==> config.mk <==
export PLATFORM = sky130hd
export DESIGN_NAME = i2s_master_tx_flat
export DESIGN_NICKNAME = d
export VERILOG_FILES = /design/src/rtl/i2s_pkg.sv /design/src/rtl/i2s_master_tx_if.sv /design/src/rtl/i2s_clk_div.sv /design/src/rtl/i2s_master_tx.sv /design/src/flat_wrapper.sv
export SDC_FILE = /design/constraint.sdc
export NUM_CORES = 1
export LEC_CHECK = 0
export CORE_ASPECT_RATIO = 1.2
export CORE_UTILIZATION = 30
export DETAILED_ROUTE_END_ITERATION = 10
export PLACE_DENSITY = 0.46
export SLEW_MARGIN = 20
export SYNTH_ARGS = -nofsm -noshare
export SYNTH_HDL_FRONTEND = slang
export SYNTH_SLANG_ARGS = --single-unit
export TNS_END_PERCENT = 1
==> constraint.sdc <==
create_clock -name clk -period 6.4 [get_ports clk]
set_input_delay 0.64 -clock clk [delete_from_list [all_inputs] [get_ports clk]]
set_output_delay 0.64 -clock clk [all_outputs]
set_load 0.1 [all_outputs]
==> src/rtl/i2s_pkg.sv <==
// Shared I2S definitions for the transmit master and the slave-mode receive path.
package i2s_pkg;

   localparam int unsigned I2S_WIDTH    = 16;
   localparam logic        I2S_WS_LEFT  = 1'b0;
   localparam logic        I2S_WS_RIGHT = 1'b1;

   typedef logic [I2S_WIDTH-1:0] sample_t;

   typedef struct packed {
      sample_t left;
      sample_t right;
   } stereo_t;

endpackage

==> src/rtl/i2s_master_tx_if.sv <==
// Stereo sample handshake between an audio source and the I2S transmitter.
interface i2s_master_tx_if
   import i2s_pkg::*;
#(
   parameter int unsigned WIDTH = I2S_WIDTH
);
   logic [WIDTH-1:0] left_i;
   logic [WIDTH-1:0] right_i;
   logic             sample_valid_i;
   logic             sample_ready_o;

   modport master (output left_i, output right_i, output sample_valid_i, input sample_ready_o);
   modport slave  (input left_i, input right_i, input sample_valid_i, output sample_ready_o);
endinterface

==> src/rtl/i2s_clk_div.sv <==
// SCLK generator: toggles every DIV_HALF clk cycles and flags the edge about to happen.
module i2s_clk_div
   import i2s_pkg::*;
#(
   parameter int unsigned DIV_HALF = 4
) (
   input  logic clk,
   input  logic rst,
   output logic sclk_out,
   output logic rise_tick_c,
   output logic fall_tick_c
);
   localparam int unsigned CW = (DIV_HALF > 1) ? $clog2(DIV_HALF) : 1;

   logic [CW-1:0] r_div_cnt;
   logic          r_sclk;
   logic          w_term;

   assign w_term      = (r_div_cnt == CW'(DIV_HALF - 1));
   assign rise_tick_c = w_term & ~r_sclk;
   assign fall_tick_c = w_term & r_sclk;
   assign sclk_out    = r_sclk;

   always_ff @(posedge clk or posedge rst) begin
      if (rst) begin
         r_div_cnt <= '0;
         r_sclk    <= 1'b0;
      end else if (w_term) begin
         r_div_cnt <= '0;
         r_sclk    <= ~r_sclk;
      end else begin
         r_div_cnt <= r_div_cnt + CW'(1);
      end
   end
endmodule

==> src/rtl/i2s_master_tx.sv <==
// I2S master transmitter: generates SCLK/WS and shifts out one stereo sample per frame,
// MSB first with the one-bit WS delay; repeats the previous sample on underrun.
module i2s_master_tx
   import i2s_pkg::*;
#(
   parameter int unsigned WIDTH    = I2S_WIDTH,
   parameter int unsigned DIV_HALF = 4
) (
   input  logic           clk,
   input  logic           rst,
   i2s_master_tx_if.slave s_if,
   output logic           sclk_out,
   output logic           ws_out,
   output logic           sdata_out,
   output logic           frame_start_o,
   output logic           underrun_o
);
   localparam int unsigned FW = 2 * WIDTH;
   localparam int unsigned BW = $clog2(FW);

   logic          w_rise_tick;
   logic          w_fall_tick;
   logic [BW-1:0] r_bit_cnt, w_bit_cnt_n, w_b;
   logic [FW-1:0] r_shift, w_shift_n;
   logic [FW-1:0] r_hold, w_hold_n;
   logic [FW-1:0] r_last, w_last_n;
   logic [FW-1:0] w_frame;
   logic          r_hold_full, w_hold_full_n;
   logic          r_ready, w_ready_n;
   logic          r_ws, w_ws_n;
   logic          r_sdata, w_sdata_n;
   logic          r_frame_start, w_frame_start_n;
   logic          r_underrun, w_underrun_n;

   i2s_clk_div #(.DIV_HALF(DIV_HALF)) u_clk_div (
      .clk         (clk),
      .rst         (rst),
      .sclk_out    (sclk_out),
      .rise_tick_c (w_rise_tick),
      .fall_tick_c (w_fall_tick)
   );

   // The divider can never announce both SCLK edges in one clk.
   assert property (@(posedge clk) disable iff (rst) !(w_rise_tick && w_fall_tick));

   always_comb begin
      w_bit_cnt_n     = r_bit_cnt;
      w_shift_n       = r_shift;
      w_hold_n        = r_hold;
      w_last_n        = r_last;
      w_hold_full_n   = r_hold_full;
      w_ws_n          = r_ws;
      w_sdata_n       = r_sdata;
      w_frame_start_n = 1'b0;
      w_underrun_n    = 1'b0;
      w_b             = (r_bit_cnt == BW'(FW - 1)) ? '0 : r_bit_cnt + BW'(1);
      w_frame         = r_hold_full ? r_hold : r_last;

      if (w_fall_tick) begin
         w_bit_cnt_n = w_b;
         w_ws_n      = (w_b >= BW'(WIDTH - 1) && w_b <= BW'(FW - 2)) ? I2S_WS_RIGHT : I2S_WS_LEFT;
         if (w_b == '0) begin
            w_shift_n       = w_frame;
            w_sdata_n       = w_frame[FW-1];
            w_last_n        = w_frame;
            w_frame_start_n = 1'b1;
            w_underrun_n    = ~r_hold_full;
            w_hold_full_n   = 1'b0;
         end else begin
            w_shift_n = r_shift << 1;
            w_sdata_n = r_shift[FW-2];
         end
      end

      // A capture coinciding with an empty-hold boundary lands in the following frame.
      if (s_if.sample_valid_i && r_ready) begin
         w_hold_n      = {s_if.left_i, s_if.right_i};
         w_hold_full_n = 1'b1;
      end

      w_ready_n = ~w_hold_full_n;
   end

   always_ff @(posedge clk or posedge rst) begin
      if (rst) begin
         r_bit_cnt     <= BW'(FW - 1);
         r_shift       <= '0;
         r_hold        <= '0;
         r_last        <= '0;
         r_hold_full   <= 1'b0;
         r_ready       <= 1'b1;
         r_ws          <= I2S_WS_LEFT;
         r_sdata       <= 1'b0;
         r_frame_start <= 1'b0;
         r_underrun    <= 1'b0;
      end else begin
         r_bit_cnt     <= w_bit_cnt_n;
         r_shift       <= w_shift_n;
         r_hold        <= w_hold_n;
         r_last        <= w_last_n;
         r_hold_full   <= w_hold_full_n;
         r_ready       <= w_ready_n;
         r_ws          <= w_ws_n;
         r_sdata       <= w_sdata_n;
         r_frame_start <= w_frame_start_n;
         r_underrun    <= w_underrun_n;
      end
   end

   assign s_if.sample_ready_o = r_ready;
   assign ws_out              = r_ws;
   assign sdata_out           = r_sdata;
   assign frame_start_o       = r_frame_start;
   assign underrun_o          = r_underrun;
endmodule
==> src/flat_wrapper.sv <==
// flat-port wrapper written by rule: the top's interface ports become plain ports
module i2s_master_tx_flat import i2s_pkg::*;
#(
   parameter int unsigned WIDTH    = I2S_WIDTH,
   parameter int unsigned DIV_HALF = 4
)
  (clk, rst, sclk_out, ws_out, sdata_out, frame_start_o, underrun_o, s_if_left_i, s_if_right_i, s_if_sample_valid_i, s_if_sample_ready_o);
  i2s_master_tx_if #(.WIDTH(WIDTH)) s_if_i ();
  input  logic clk;
  input  logic rst;
  output logic sclk_out;
  output logic ws_out;
  output logic sdata_out;
  output logic frame_start_o;
  output logic underrun_o;
  input wire logic [$bits(s_if_i.left_i)-1:0] s_if_left_i;
  input wire logic [$bits(s_if_i.right_i)-1:0] s_if_right_i;
  input wire logic [$bits(s_if_i.sample_valid_i)-1:0] s_if_sample_valid_i;
  output wire logic [$bits(s_if_i.sample_ready_o)-1:0] s_if_sample_ready_o;
  assign s_if_i.left_i = s_if_left_i;
  assign s_if_i.right_i = s_if_right_i;
  assign s_if_i.sample_valid_i = s_if_sample_valid_i;
  assign s_if_sample_ready_o = s_if_i.sample_ready_o;
  i2s_master_tx #(.WIDTH(WIDTH), .DIV_HALF(DIV_HALF)) u_core (.clk(clk), .rst(rst), .s_if(s_if_i), .sclk_out(sclk_out), .ws_out(ws_out), .sdata_out(sdata_out), .frame_start_o(frame_start_o), .underrun_o(underrun_o));
endmodule
==> results of run 1 <==
-- power by group --
group          switching (mW)  leakage (nW)  total [mW]  internal, mW
Clock                   0.251         0.163       0.614         0.364
Sequential            0.00591          1.46       0.705         0.699
Combinational          0.0204          1.46      0.0498        0.0293
-- worst max-delay path: stages (launching register included) --
cell and delay [ns]:
dfstp_2 0.58, ha_1 0.24, and3_1 0.18, ha_1 0.19, nor3b_1 0.08, a21oi_2 0.58
buf_4 0.37, or3_1 0.54, buf_4 0.37, a21o_1 0.16
-- placed cells by master, fill, tap and decap left out, types with 2 or more instances in the layout --
cell type and count:
a221o_1 31, and3_1 32, or2_2 2, clkbuf_8 2, o21ai_0 6, nor4_1 31
clkdlybuf4s50_1 40, a21o_1 31, nand2_1 4, bufinv_16 2, nor2_1 4, buf_4 5
clkbuf_16 9, mux2_2 35, dfstp_2 6, clkinv_2 2, nor2b_1 2, mux2i_1 31
ha_1 3, xnor2_1 2, nand2b_1 2, dfrtp_1 102
-- state kept, by name, indices dropped and copies added (netlist names) --
signal                      count
u_core.u_clk_div.r_div_cnt      2
u_core.r_shift                 31
u_core.s_if.sample_ready_o      1
u_core.r_last                  32
u_core.underrun_o               1
u_core.sdata_out                1
u_core.u_clk_div.sclk_out       1
u_core.r_bit_cnt                5
u_core.r_hold                  32
u_core.ws_out                   1
u_core.frame_start_o            1
u_core.r_hold_full              1
-- worst max-delay path by stage --
stage / startpoint / endpoint / depth (start not counted)
after CTS: u_core.r_bit_cnt[0] / u_core.r_shift[28] / 8
after global placement: u_core.r_bit_cnt[0] / u_core.r_shift[15] / 8
after floorplan: rst / u_core.frame_start_o / 1
after detailed placement: u_core.r_bit_cnt[0] / u_core.r_shift[12] / 8
final: u_core.r_bit_cnt[0] / u_core.r_last[26] / 9
after global routing: u_core.r_bit_cnt[0] / u_core.r_last[23] / 9
-- cell usage after synthesis --
| library cell | n |
|---|---|
| dfrtp_1 | 103 |
| mux2_2 | 35 |
| and3_1 | 32 |
| a21o_1 | 31 |
| a221o_1 | 31 |
| mux2i_1 | 31 |
| nor4_1 | 31 |
| clkbuf_1 | 23 |
| buf_6 | 6 |
| dfstp_2 | 6 |
| o21ai_0 | 6 |
| buf_2 | 5 |
| nand2_1 | 5 |
| nor2_1 | 4 |
| ha_1 | 3 |
| inv_1 | 2 |
| nand2b_1 | 2 |
| nor2b_1 | 2 |
| xnor2_1 | 2 |
| a21boi_1 | 1 |
| a21oi_1 | 1 |
| a22o_1 | 1 |
| inv_2 | 1 |
| mux2_1 | 1 |
| mux2_4 | 1 |
| nand3_1 | 1 |
| nor3b_1 | 1 |
| nor4b_1 | 1 |
| or2_1 | 1 |
| or2_2 | 1 |
| or3_1 | 1 |
| xor2_1 | 1 |
-- area by class of cell --
type | count | area (um^2)
clock inverter | 4 | 70.07
fill | 1571 | 9977
clock buffer | 12 | 256.5
timing repair buffer | 45 | 437.9
multi-input combinational | 227 | 1888
sequential | 109 | 2736
inverter | 3 | 13.76
tap | 208 | 260.3
-- layer usage --
metal	part of all wire (%)	track usage, %
met2	47	21.08
met5	0	0
met3	3.0	2.023
met4	2.2	6.883
met1	48	16.27
-- cells by family (layout without fill, tap and decap cells) --
kind of cell / count (synthesis) / count (layout)
compound gates: 71 / 71
simple gates: 82 / 82
buf+inv: 37 / 64
flops: 109 / 109
fa+ha+maj: 3 / 3
mux: 68 / 68
xor+xnor: 3 / 3
==> metrics list, run 1 <==
- The run finished with clean final reports.
- CP Class: flop to flop
* Number of nets in the finished design: 433
* Post-synth design cell area: 4807 um^2
- After floorplanning, the core was divided into 50 placement rows.
- Antenna violations before repair: 0
- The finished layout holds a little over 600 standard cells, fillers aside.
- Number of distinct library cells after synthesis: 32
- Power spread over the standard cell area amounts to about 240 nW/um^2.
- No sink is reached through more buffers than the 2 on the longest clock path.
- Entering global routing, the biggest net connects 73 pins.
- Main combinational cell family by area after synthesis: multiplexers
* Worst-path clk slew: 0.07 ns
- In this run the vertical extent of the chip is about 140 um.
- The worst register-to-register path ends at u_core.r_last[26].
- Number of CTS-inserted buffers: 9
* Post-Syn Instances: 373
- The HPWL after detailed placement is 5868 um.
- After Yosys synthesis, XOR and XNOR cells account for less than 1% of the synthesized area.
- Area of the die: 16540 um^2
* Area growth from synthesis to layout: 17.80%
- In this run, placement finished with an instance count of 592.
- Worst Hold Path Cells: 1
* # port buffers: 40
- In this run, synthesis produced a sequential element count of 109.
- Terminating pin of the worst hold path: u_core.u_clk_div.r_div_cnt[0]
* Number of pins with negative max-slew slack in the final report: 0
- In this run, the number of DRC markers left after iteration 0 of detailed routing was 109.
- The worst setup path is launched from a flop.
- The congestion estimate from routability-driven global placement came to 0.6635.
- The startpoint identified for the worst hold timing path is u_core.u_clk_div.r_div_cnt[0].
- Number of global-route vias before repair: 3221
* Worst Slack Setup Final: 3.039 ns
- At the later pin of the worst-skew pair, clock insertion delay measures between 0.3 and 0.4 ns.
* Gr ovfl total: 0
- Effective utilization at floorplan: 30.74%
* Average wire per cell in the routed design: around 16 um
* Element type at the critical path end: flop
* Maximum clock frequency: 297.6 MHz
* CTS sink cnt: 109
- The floorplan step defined a core boundary enclosing 15640 um^2.
- On the final layout, the worst hold slack is 0.4304 ns.
- Drt total wl: 9943 um
- Peak fanout along the critical path: 20
- Total number of yosys warnings: 0
- Synth Area per Inst: around 13 um^2
- Total Power: 1.369 mW
* Tot GR Track Use: 12.83%
- Setup_tns: 0 ns
* Post-Place Cell Area: 5336 um^2
* Die Width: 117.6 um
- Before CTS, the worst setup slack after placement is 2.933 ns.
- For this design, the CTS-stage hold fixing added 0 buffers.
- Top cells by area, synth: dfrtp_1 54%, mux2_2 8.2%, a221o_1 6.5%, mux2i_1 6.5%, a21o_1 4.8%
* Util after Layout: 36.21%
- The synthesized netlist devotes 10.26% of its cell area to simple gates.
- Relative max-transition margin: 29.35%
* IO Count: 41
- Vias post-DR: 3102
- Post-synthesis mux area share: ~15%
- Total of endpoints with negative setup slack in the final report: 0
- The worst register-to-register path has a setup slack of 3.04 ns.
- The first detailed-routing pass ran for 4 iterations.
- Type of the worst min-delay path: flop to flop
* Cell at the root of the clock tree: clkbuf_16
- The final-report hold violation count is 0.
* Depth of the worst register-to-register path: 9
- Post-synthesis adder-cell area fraction: 0.7808%
- In the finished design, the share of the clock period the worst path needs comes to between 50% and 60%.
* Max-capacitance violation count: 0
* Post-synthesis compound-gate area fraction: 12.36%
* R2r startpoint: u_core.r_bit_cnt[0]
* LEAKAGE: 3.081 nW
- Once detail routing completed, the nets flagged for antenna violations numbered 0.
- Setup repair after global routing missed its margin: false
- After detailed routing, the number of remaining DRC violations is 0.
- Cell type with the highest aggregate area in the netlist: dfrtp_1
- Global-route wire length before repair: approximately 17000 um
* VDD IR-drop max: ~110 uV
- TritonCTS clock tree: built
- Final instance area: 5663 um^2
- The number of setup buffers added after CTS is 0.
- After synthesis, the largest area contributor takes up 53.62% of total cell area.
* Gates resized, CTS repair: 0
* Required time of the critical path: 6.69 ns
- On the final layout, the worst clock skew is 0.004629 ns.
- The number of antenna diodes in the final layout is 0.
- Crit path time final: 3.361 ns
- Sequential cells were found to cover 56.90% of the synthesized design area.
- Share of post-route cells with drive strength above 1: between 10% and 20%
- Worst Tran Pin Value: 1.060 ns
- The number of nets in the synthesized netlist is 411.
- Data arrives at the worst endpoint at 3.65 ns.
* Number of levels in the clock H-tree: 3
- Dividing the detail-routed via count by the number of cells gives between 5 and 6.
Power figures use the tool's default switching activity.
==> inputs of run 2 (changes only) <==
Clock period 6.4 ns to 3.4 ns, I/O delays scaled along.
==> metrics list, run 2 (synthesis results as in run 1) <==
- The category of the most critical setup path is flop to flop (unchanged).
* Maximum clock frequency: 355.4 MHz (was 297.6 MHz)
- The floorplan die area is 16540 um^2 (unchanged).
- Cell Rows: 50 (unchanged)
- Remaining antenna violation count after routing: 0 (unchanged)
- Number of standard cells in the layout, taps in and fillers out: 615 (was 608)
- The worst path buffer plus inverter count was 2 (unchanged).
- Die Y-Extent: 140.7 um (unchanged)
- The detailed-router iteration count before antenna repair came to 5 (was 4).
* Required time of the critical path: 3.65 ns (was 6.69 ns)
- The total routed wirelength came to 9906 um (was 9943 um).
- Peak fanout along the critical path: 32 (was 20)
- Total power divided by cell area: 446.6 nW/um^2 (was 241.7 nW/um^2)
- Largest delay share family, worst path: simple AND/OR/NAND/NOR gates (unchanged)
- The top-level I/O count is 41 (unchanged).
- The internal power is 2.042 mW (was 1.092 mW).
- The leakage power total was 3.112 nW (was 3.081 nW).
* Diodes inserted: 0 (unchanged)
* Worst Tran Pin Value: 1.044 ns (was 1.060 ns)
- The total negative slack for setup checks was 0 ns (unchanged).
- Post-cts hold buffer count: 0 (unchanged)
- Gpl congestion: 0.6709 (was 0.6635)
- The total power of the final layout is 2.554 mW (was 1.369 mW).
- CTS sink cnt: 109 (unchanged)
- Number of nets in the finished design: 440 (was 433)
- Type of the worst min-delay path: primary input to async pin (was flop to flop)
- The power dissipated by switching net loads is 512.0 uW (was 277.2 uW).
* Commonest non-fill, non-tap cell in the layout: dfrtp_1 (unchanged)
- Final setup skew: 0.008608 ns (was 0.004629 ns)
* Effective utilization at floorplan: 30.74% (unchanged)
* Maximum number of pins on one net before global-route repair: 51 (was 73)
- The via count of the first global-routing pass was 3332 (was 3221).
- Vias post-DR: 3152 (was 3102)
- The net switching fraction of the power was 20.05% (was 20.25%).
- The relative max-transition margin was 30.37% (was 29.35%).
- Number of pins with negative max-slew slack in the final report: 0 (unchanged)
- Outcome: complete, no violations (unchanged).
- Detailed router's first-iteration violation count: 153 (was 109)
- Average wire per cell in the routed design: 16.11 um (was 16.35 um)
- Count of buffers added by post-CTS timing repair for setup: 0 (unchanged)
- Post-Place Cell Area: 5399 um^2 (was 5336 um^2)
* Antenna violations before repair: 0 (unchanged)
- Share of post-route cells with drive strength above 1: 18.18% (was 17.25%)
- Gates resized, CTS repair: 0 (unchanged)
- The detailed-route DRC error count is 0 (unchanged).
- Max incr delay on CP: 0.57 ns (was 0.58 ns)
* Cell at the root of the clock tree: clkbuf_16 (unchanged)
- Cells along the critical path: ha_1, and3_1, ha_1, nor3b_1, a21oi_2, buf_4, or3_1, buf_4, a21o_1 (unchanged)
- Setup repair after global routing missed its margin: false (unchanged).
- # placed instances: 599 (was 592)
- Tcrit/Tclk final: 82.75% (was 52.51%)
- The largest vdd supply drop is 227.3 uV (was 113.4 uV).
- The floorplan die width is 117.6 um (unchanged).
* Largest registers ranked by flip-flop count: u_core.r_hold: 32 flops, u_core.r_last: 32 flops, u_core.r_shift: 31 flops (unchanged)
- Startpoint kind of the worst setup timing path: flop (unchanged)
- Number of CTS-inserted buffers: 9 (unchanged)
- The post-detailed-route via-to-cell ratio is 5.125 (was 5.102).
* Clock latency reported for the late side of the worst-skew pair: 0.35 ns (about the same)
- The final critical-path required period was 2.814 ns (was 3.361 ns).
- Hold Fails Final Rpt: 0 (unchanged)
- The maximum level of the CTS H-tree is 3 (unchanged).
* Gr ovfl total: 0 (unchanged)
- The placeable core area is 15640 um^2 (unchanged).
- Clock power frac: 44.2% (was 44.9%)
* Number of buffers on the longest clock path: 2 (unchanged)
- Tot GR Track Use: 12.97% (was 12.83%)
- The type of element capturing the critical path is a flop (unchanged).
- The TritonCTS clock tree is built (unchanged).
- Area growth from synthesis to layout: 18.95% (was 17.80%)
- Comb power frac: 3.8% (was 3.6%)
- The total half-perimeter wirelength after legalization and detailed placement is 5980 um (was 5868 um).
- Critical Path AT: 3.06 ns (was 3.65 ns)
- Max-capacitance violation count: 0 (unchanged)
* Worst path slowest cell: dfstp_2 (unchanged)
- Final instance area: 5718 um^2 (was 5663 um^2)
* Worst-path clk slew: 0.07 ns (about the same)
- Commonest cells after routing, fill and taps aside: 102 x dfrtp_1, 39 x clkdlybuf4s50_1, 35 x mux2_2, 32 x and3_1 (was 102 x dfrtp_1, 40 x clkdlybuf4s50_1, 35 x mux2_2, 32 x and3_1)
- Global-route wire length before repair: 17030 um (was 16640 um)
- The sequential share of power came to 52.0% (was 51.5%).
- The final count of negative-setup-slack endpoints is 0 (unchanged).
* # port buffers: 40 (unchanged)
## run 2: cell type report
type                       count  area [um^2]
tap                          208        260.3
timing repair buffer          52        500.5
sequential                   109         2736
clock buffer                  13        250.2
inverter                       3        13.76
fill                        1547         9922
multi-input combinational    227         1888
clock inverter                 3        68.82
## run 2: stage by stage
step                      utilization, %  setup WS [ns]  hold WS (ns)
after global routing               36.56         0.4157        0.3970
after global placement             34.52         0.6492        0.4146
after floorplan                        -         0.1960        0.4031
after detailed placement           34.52         0.6017        0.4261
after CTS                          36.56         0.5898        0.3621
final                              36.56         0.5864        0.3550
## run 2: final timing paths
path	end	start	cells past startpoint	slack [ns]
min in group clk	u_core.u_clk_div.r_div_cnt[0]	u_core.u_clk_div.r_div_cnt[0]	1	0.44
worst min register to register	u_core.u_clk_div.r_div_cnt[0]	u_core.u_clk_div.r_div_cnt[0]	1	0.44
worst max register to register	u_core.r_last[22]	u_core.r_bit_cnt[0]	9	0.59
max in group asynchronous	u_core.r_hold_full	rst	3	2.28
worst min-delay path	u_core.r_hold[25]	rst	2	0.36
worst max-delay path	u_core.r_last[22]	u_core.r_bit_cnt[0]	9	0.59
## run 2: layer usage
metal | vias to the layer above | share of wire (%) | wire (um) | global-route usage, %
met5 | - | 0 | 0 | 0
met4 | 0 | 2.1 | 212 | 7.085
met3 | 12 | 3.1 | 310 | 2.023
met2 | 60 | 49 | 4845 | 21.30
met1 | 1607 | 46 | 4538 | 16.44
li1 | 1473 | - | - | -
## run 2: power by group through the flow
stage	logic (mW)	clock network, mW	registers, mW
2_1_floorplan	0.0466	0	1.35
3_3_place_gp	0.100	0	1.35
3_5_place_dp	0.101	0	1.35
4_1_cts	0.102	1.18	1.33
5_1_grt	0.111	1.22	1.33
6_report	0.0974	1.13	1.33
==> inputs of run 3 (changes only) <==
Clock period 3.4 ns to 2.6 ns, I/O delays scaled along.
==> metrics list, run 3 (synthesis results as in run 1) <==
- The worst setup timing slack at the placement stage was 0.06724 ns (was 0.6017 ns).
- The category of the most critical setup path was flop to flop (unchanged).
- Max incr delay on CP: 0.58 ns (was 0.57 ns)
* Clock latency reported for the late side of the worst-skew pair: 0.36 ns (was 0.35 ns)
* Total power divided by cell area: 553.2 nW/um^2 (was 446.6 nW/um^2)
* Remaining antenna violation count after routing: 0 (unchanged)
- Cells along the critical path: ha_1, and3_1, ha_2, nor3b_2, a21oi_2, or3_1, inv_2, mux2_1 (was ha_1, and3_1, ha_1, nor3b_1, a21oi_2, buf_4, or3_1, buf_4, a21o_1).
- The final setup skew came to 0.01168 ns (was 0.008608 ns).
* Worst path slowest cell: dfstp_2 (unchanged)
* Setup repair after global routing missed its margin: true (was false)
* Element type at the critical path end: flop (unchanged)
- The detailed-router iteration count before antenna repair came to 4 (was 5).
* Peak fanout along the critical path: 6 (was 32)
- Area of the die: 16540 um^2 (unchanged)
- # port buffers: 40 (unchanged)
- Required time of the critical path: 2.84 ns (was 3.65 ns)
* Average wire per cell in the routed design: 16.71 um (was 16.11 um)
- The launching instance or port of the critical path is u_core.r_bit_cnt[0] (unchanged).
* Maximum number of pins on one net before global-route repair: 80 (was 51)
- Vias post-DR: 3149 (was 3152)
* CTS sink cnt: 109 (unchanged)
* Maximum clock frequency: 403.7 MHz (was 355.4 MHz)
- The transition time at the pin with the least slew margin is 0.4539 ns (was 1.044 ns).
- The effective utilization at floorplan is 30.74% (unchanged).
* Final instance area: 5749 um^2 (was 5718 um^2)
- Count of buffers added by post-CTS timing repair for setup: 0 (unchanged)
- The TritonCTS clock tree is built (unchanged).
- The largest vdd supply drop is 309.7 uV (was 227.3 uV).
* Type of the worst min-delay path: primary input to async pin (unchanged)
* Relative max-transition margin: 69.74% (was 30.37%)
* Number of levels in the clock H-tree: 3 (unchanged)
- Post-Place Cell Area: 5465 um^2 (was 5399 um^2)
- The total of cells resized after clock tree synthesis came to 0 (unchanged).
- The total global-route track usage was 13.47% (was 12.97%).
- The area added between synthesis and finish is 19.60% (was 18.95%).
- The global-route wire length before repair came to 17460 um (was 17030 um).
- The number of nets at the end of the flow was 447 (was 440).
- The number of buffers inserted for hold repair after clock tree synthesis is 0 (unchanged).
* Crit path time final: 2.477 ns (was 2.814 ns)
* Standard cell core area: 15640 um^2 (unchanged)
* Die Width: 117.6 um (unchanged)
* Max-capacitance violation count: 0 (unchanged)
* Worst-path clk slew: 0.07 ns (about the same)
- Outcome: complete, no violations (unchanged).
- The number of buffers added by the clock tree synthesis step was 9 (unchanged).
* Cell at the root of the clock tree: clkbuf_16 (unchanged)
* Gr ovfl total: 0 (unchanged)
- LEAKAGE: 3.138 nW (was 3.112 nW)
- Worst Slack Setup Final: 0.1227 ns (was 0.5864 ns)
- Count of unresolved DRC violations after routing: 0 (unchanged)
- The number of pins with negative max-slew slack in the final report came to 0 (unchanged).
* Total of endpoints with negative setup slack in the final report: 0 (unchanged)
- Commonest non-fill, non-tap cell in the layout: dfrtp_1 (unchanged)
- The total routed wirelength is 10380 um (was 9906 um).
* Die Y-Extent: 140.7 um (unchanged)
- The antenna diode count is 0 (unchanged).
- Antenna violations before repair: 0 (unchanged)
- Critical Path AT: 2.72 ns (was 3.06 ns)
* Total Power: 3.180 mW (was 2.554 mW)
* Tcrit/Tclk final: 95.28% (was 82.75%)
- The post-detailed-route via-to-cell ratio came to 5.071 (was 5.125).
* Util after Layout: 36.76% (was 36.56%)
- Detailed router's first-iteration violation count: 167 (was 153)
- The total half-perimeter wirelength after legalization and detailed placement came to 6250 um (was 5980 um).
- Hold Fails Final Rpt: 0 (unchanged)
- IO Count: 41 (unchanged)
* Number of global-route vias before repair: 3298 (was 3332)
* Share of post-route cells with drive strength above 1: 21.31% (was 18.18%)
- Cell Rows: 50 (unchanged)
- Commonest cells after routing, fill and taps aside: 102 x dfrtp_1, 35 x mux2_2, 34 x clkdlybuf4s50_1, 32 x and3_1 (was 102 x dfrtp_1, 39 x clkdlybuf4s50_1, 35 x mux2_2, 32 x and3_1).
- The maximum buffer depth of the clock tree was 2 (unchanged).
- The worst slack on hold paths is 0.3887 ns (was 0.3550 ns).
* Startpoint kind of the worst setup timing path: flop (unchanged)
- The worst flop-to-flop path startpoint is u_core.r_bit_cnt[0] (unchanged).
- The placer congestion estimate is 0.7536 (was 0.6709).
* Largest registers ranked by flip-flop count: u_core.r_hold: 32 flops, u_core.r_last: 32 flops, u_core.r_shift: 31 flops (unchanged)
-- run 3: changes by cell type in the layout (fill, tap and decap cells not counted) --
| cell | previous run | this run |
|---|---|---|
| ha_1 | 3 | 2 |
| inv_4 | 1 | 0 |
| ha_2 | 0 | 1 |
| nor3b_2 | 0 | 1 |
| clkinv_4 | 1 | 0 |
| inv_6 | 0 | 1 |
| buf_12 | 1 | 3 |
| nor3b_1 | 1 | 0 |
| clkbuf_1 | 3 | 2 |
| clkdlybuf4s50_1 | 39 | 34 |
| buf_4 | 12 | 22 |
| clkbuf_8 | 1 | 2 |
| bufinv_16 | 2 | 0 |
| clkinvlp_4 | 0 | 2 |
-- run 3: per-layer routing --
layer	GRT usage (%)	up-vias	share of wire, %	wire length [um]
met5	0	-	0	0
met1	17.62	1589	48	5020
met2	21.18	55	47	4855
met3	2.468	16	2.6	274
met4	7.287	0	2.2	231
li1	-	1489	-	-
-- run 3: cell type report --
| type | instances | area [um^2] |
|---|---|---|
| Multi-Input combinational cell | 227 | 1896 |
| Clock buffer | 13 | 260.3 |
| Fill cell | 1563 | 9891 |
| Tap cell | 208 | 260.3 |
| Timing Repair Buffer | 59 | 565.5 |
| Inverter | 3 | 15.01 |
| Sequential cell | 109 | 2736 |
| Clock inverter | 2 | 16.27 |
-- run 3: critical path: cells and delay by family (launching register included) --
family	cells	cell delay, ns
AND/OR/NAND/NOR	3	0.78
multiplexers	1	0.32
adder cells (fa/ha/maj)	2	0.47
buffers and inverters	1	0.10
flip-flops	1	0.58
AO/OA/AOI/OAI	1	0.12
-- run 3: report_power, final --
part | total (mW) | internal, mW | switching, mW
Clock | 1.32 | 0.702 | 0.617
Sequential | 1.73 | 1.72 | 0.0140
Combinational | 0.127 | 0.0754 | 0.0512
Total | 3.18 | 2.50 | 0.682
-- run 3: worst paths after layout --
kind / endpoint / slack (ns) / depth (start not counted)
setup / recovery: u_core.r_last[0] / 0.12 / 8
hold / removal: u_core.r_hold[28] / 0.39 / 3
setup reg to reg: u_core.r_last[0] / 0.12 / 8
hold reg to reg: u_core.u_clk_div.r_div_cnt[0] / 0.43 / 1
max in group asynchronous: u_core.s_if.sample_ready_o / 1.85 / 3
min in group clk: u_core.u_clk_div.r_div_cnt[0] / 0.43 / 1
-- run 3: through the flow --
step | TNS (ns) | instances
global route | -0.01624 | 621
CTS | 0 | 621
finish | 0 | 621
floorplan | 0 | 373
detailed placement | 0 | 606
global placement | 0 | 606
==> variant (config.mk and constraints of run 2) <==
`I2S_WIDTH`: 16 -> 8.
--- a/src/rtl/i2s_pkg.sv
+++ b/src/rtl/i2s_pkg.sv
@@ -3,3 +3,3 @@
 
-   localparam int unsigned I2S_WIDTH    = 16;
+   localparam int unsigned I2S_WIDTH    = 8;
    localparam logic        I2S_WS_LEFT  = 1'b0;
Interface: changed (resized s_if_left_i and s_if_right_i); port bits go from 41 to 25. The function was not compared with the original's and may differ.
==> variant against run 2 <==
  * Maximum frequency is 20% higher
  * Wire length is 46% lower
  * First-iteration DRC count is 32% lower
  * Synthesized area is 42% lower
  * Final area is 42% lower
  * Sequential cell count is 49 lower
  * Highest routed layer unchanged
  * Power is 43% lower
  * Worst setup slack better by 0.46 ns
==> variant: results (changes against run 2) <==
metric;value;unit;change
powerClk;0.709;mW;-37%
synth-xor-area-share;1.258;%;+0.71 points
clkTransAtPathRegs;0.07;ns;about the same
skew;0.008500;ns;-0.0001081 ns
pg_comb;0.0367;mW;-62%
period_share;69.21;%;-14 points
fill_cells;939;;-39%
critical-path-max-stage-delay;1.13;ns;+0.56 ns
r2r_start;u_core.r_bit_cnt[1]$_DFFE_PP1P_;;
crit_end;s_if_sample_ready_o;;
first_pass_iters;4;;-1
place_area;3117;um^2;-42%
dp.final_hpwl;3447;um;-42%
io_buffers;24;;-40%
ir_drop;0.3337;mV;+47%
crit_family;buffers and inverters;;
viasPerCell;4.622;;-9.8%
synth_common_cells;55 x dfrtp_1, 37 x o21ai_0, 33 x nand2_1, 16 x mux2_2;;
ys_seq_area_share;54.16;%;-2.7 points
synth_fa_ha_area_share;2.247;%;+1.5 points
rrSetupSlack;1.29;ns;+0.70 ns
grt_max_degree;61;;+20%
arrival;2.01;ns;-1.05 ns
synth_cell_type_count;36;;+13%
cp_slowest_cell;clkdlybuf4s50_1;;
power.leakage;1.470;nW;-53%
gp_congestion;0.6883;;+2.6%
synth-compound-area-share;16.76;%;+4.4 points
finalHoldWorstSlack;0.3693;ns;+0.01422 ns
grt_pass1_vias;1895;;-43%
status;finished, final reports clean;;
ys_top_cells_by_area;dfrtp_1 49%, o21ai_0 6.7%, mux2_2 6.5%;;
wl_per_cell;13.43;um;-17%
first_iter_violations;104;;-32%
drive_above_1_share;21.66;%;+3.5 points
cts_root_buffer;clkbuf_8;;
reg2regPathDepth;5;;-4
insertion_delay;0.33;ns;-0.02 ns
fin_total_pwr;1.460;mW;-43%
wl;5331;um;-46%
p_switching;0.2965;mW;-42%
place_inst;381;;-36%
r2r_end;u_core.r_last[0]$_DFFE_PP0P_;;
synthesis.nets;273;;-34%
grt_pass1_wl;9225;um;-46%
finalNetCount;296;;-33%
startpoint;u_core.s_if.sample_ready_o$_DFF_PP1_;;
grtUsageTotal;12.09;%;-0.89 points
syn-mean-instance-area;11.18;um^2;-13%
synth.mux.area_fraction;9.528;%;-5.7 points
crit_fanout;2;;-94%
==> variant: routing by layer <==
| metal | track usage, % | part of all wire [%] |
|---|---|---|
| met4 | 5.876 | 2.2 |
| met2 | 18.02 | 43 |
| met3 | 2.754 | 2.3 |
| met1 | 16.56 | 52 |
| met5 | 0 | 0 |
==> variant: cells by family (layout without fill, tap and decap cells) <==
logic type | Yosys count | after routing
buf+inv | 28 | 56
fa+ha+maj | 5 | 5
compound gates | 65 | 65
mux | 24 | 24
flops | 60 | 60
xor+xnor | 4 | 4
simple gates | 63 | 63
==> variant: layout make-up <==
type	count	area (um^2)	area share, %
Multi-Input combinational cell	161	1135	34.05
Clock inverter	5	75.07	2.252
Timing Repair Buffer	27	275.3	8.258
Sequential cell	60	1508	45.23
Clock buffer	11	141.4	4.242
Tap cell	120	150.1	4.505
Inverter	13	48.80	1.464
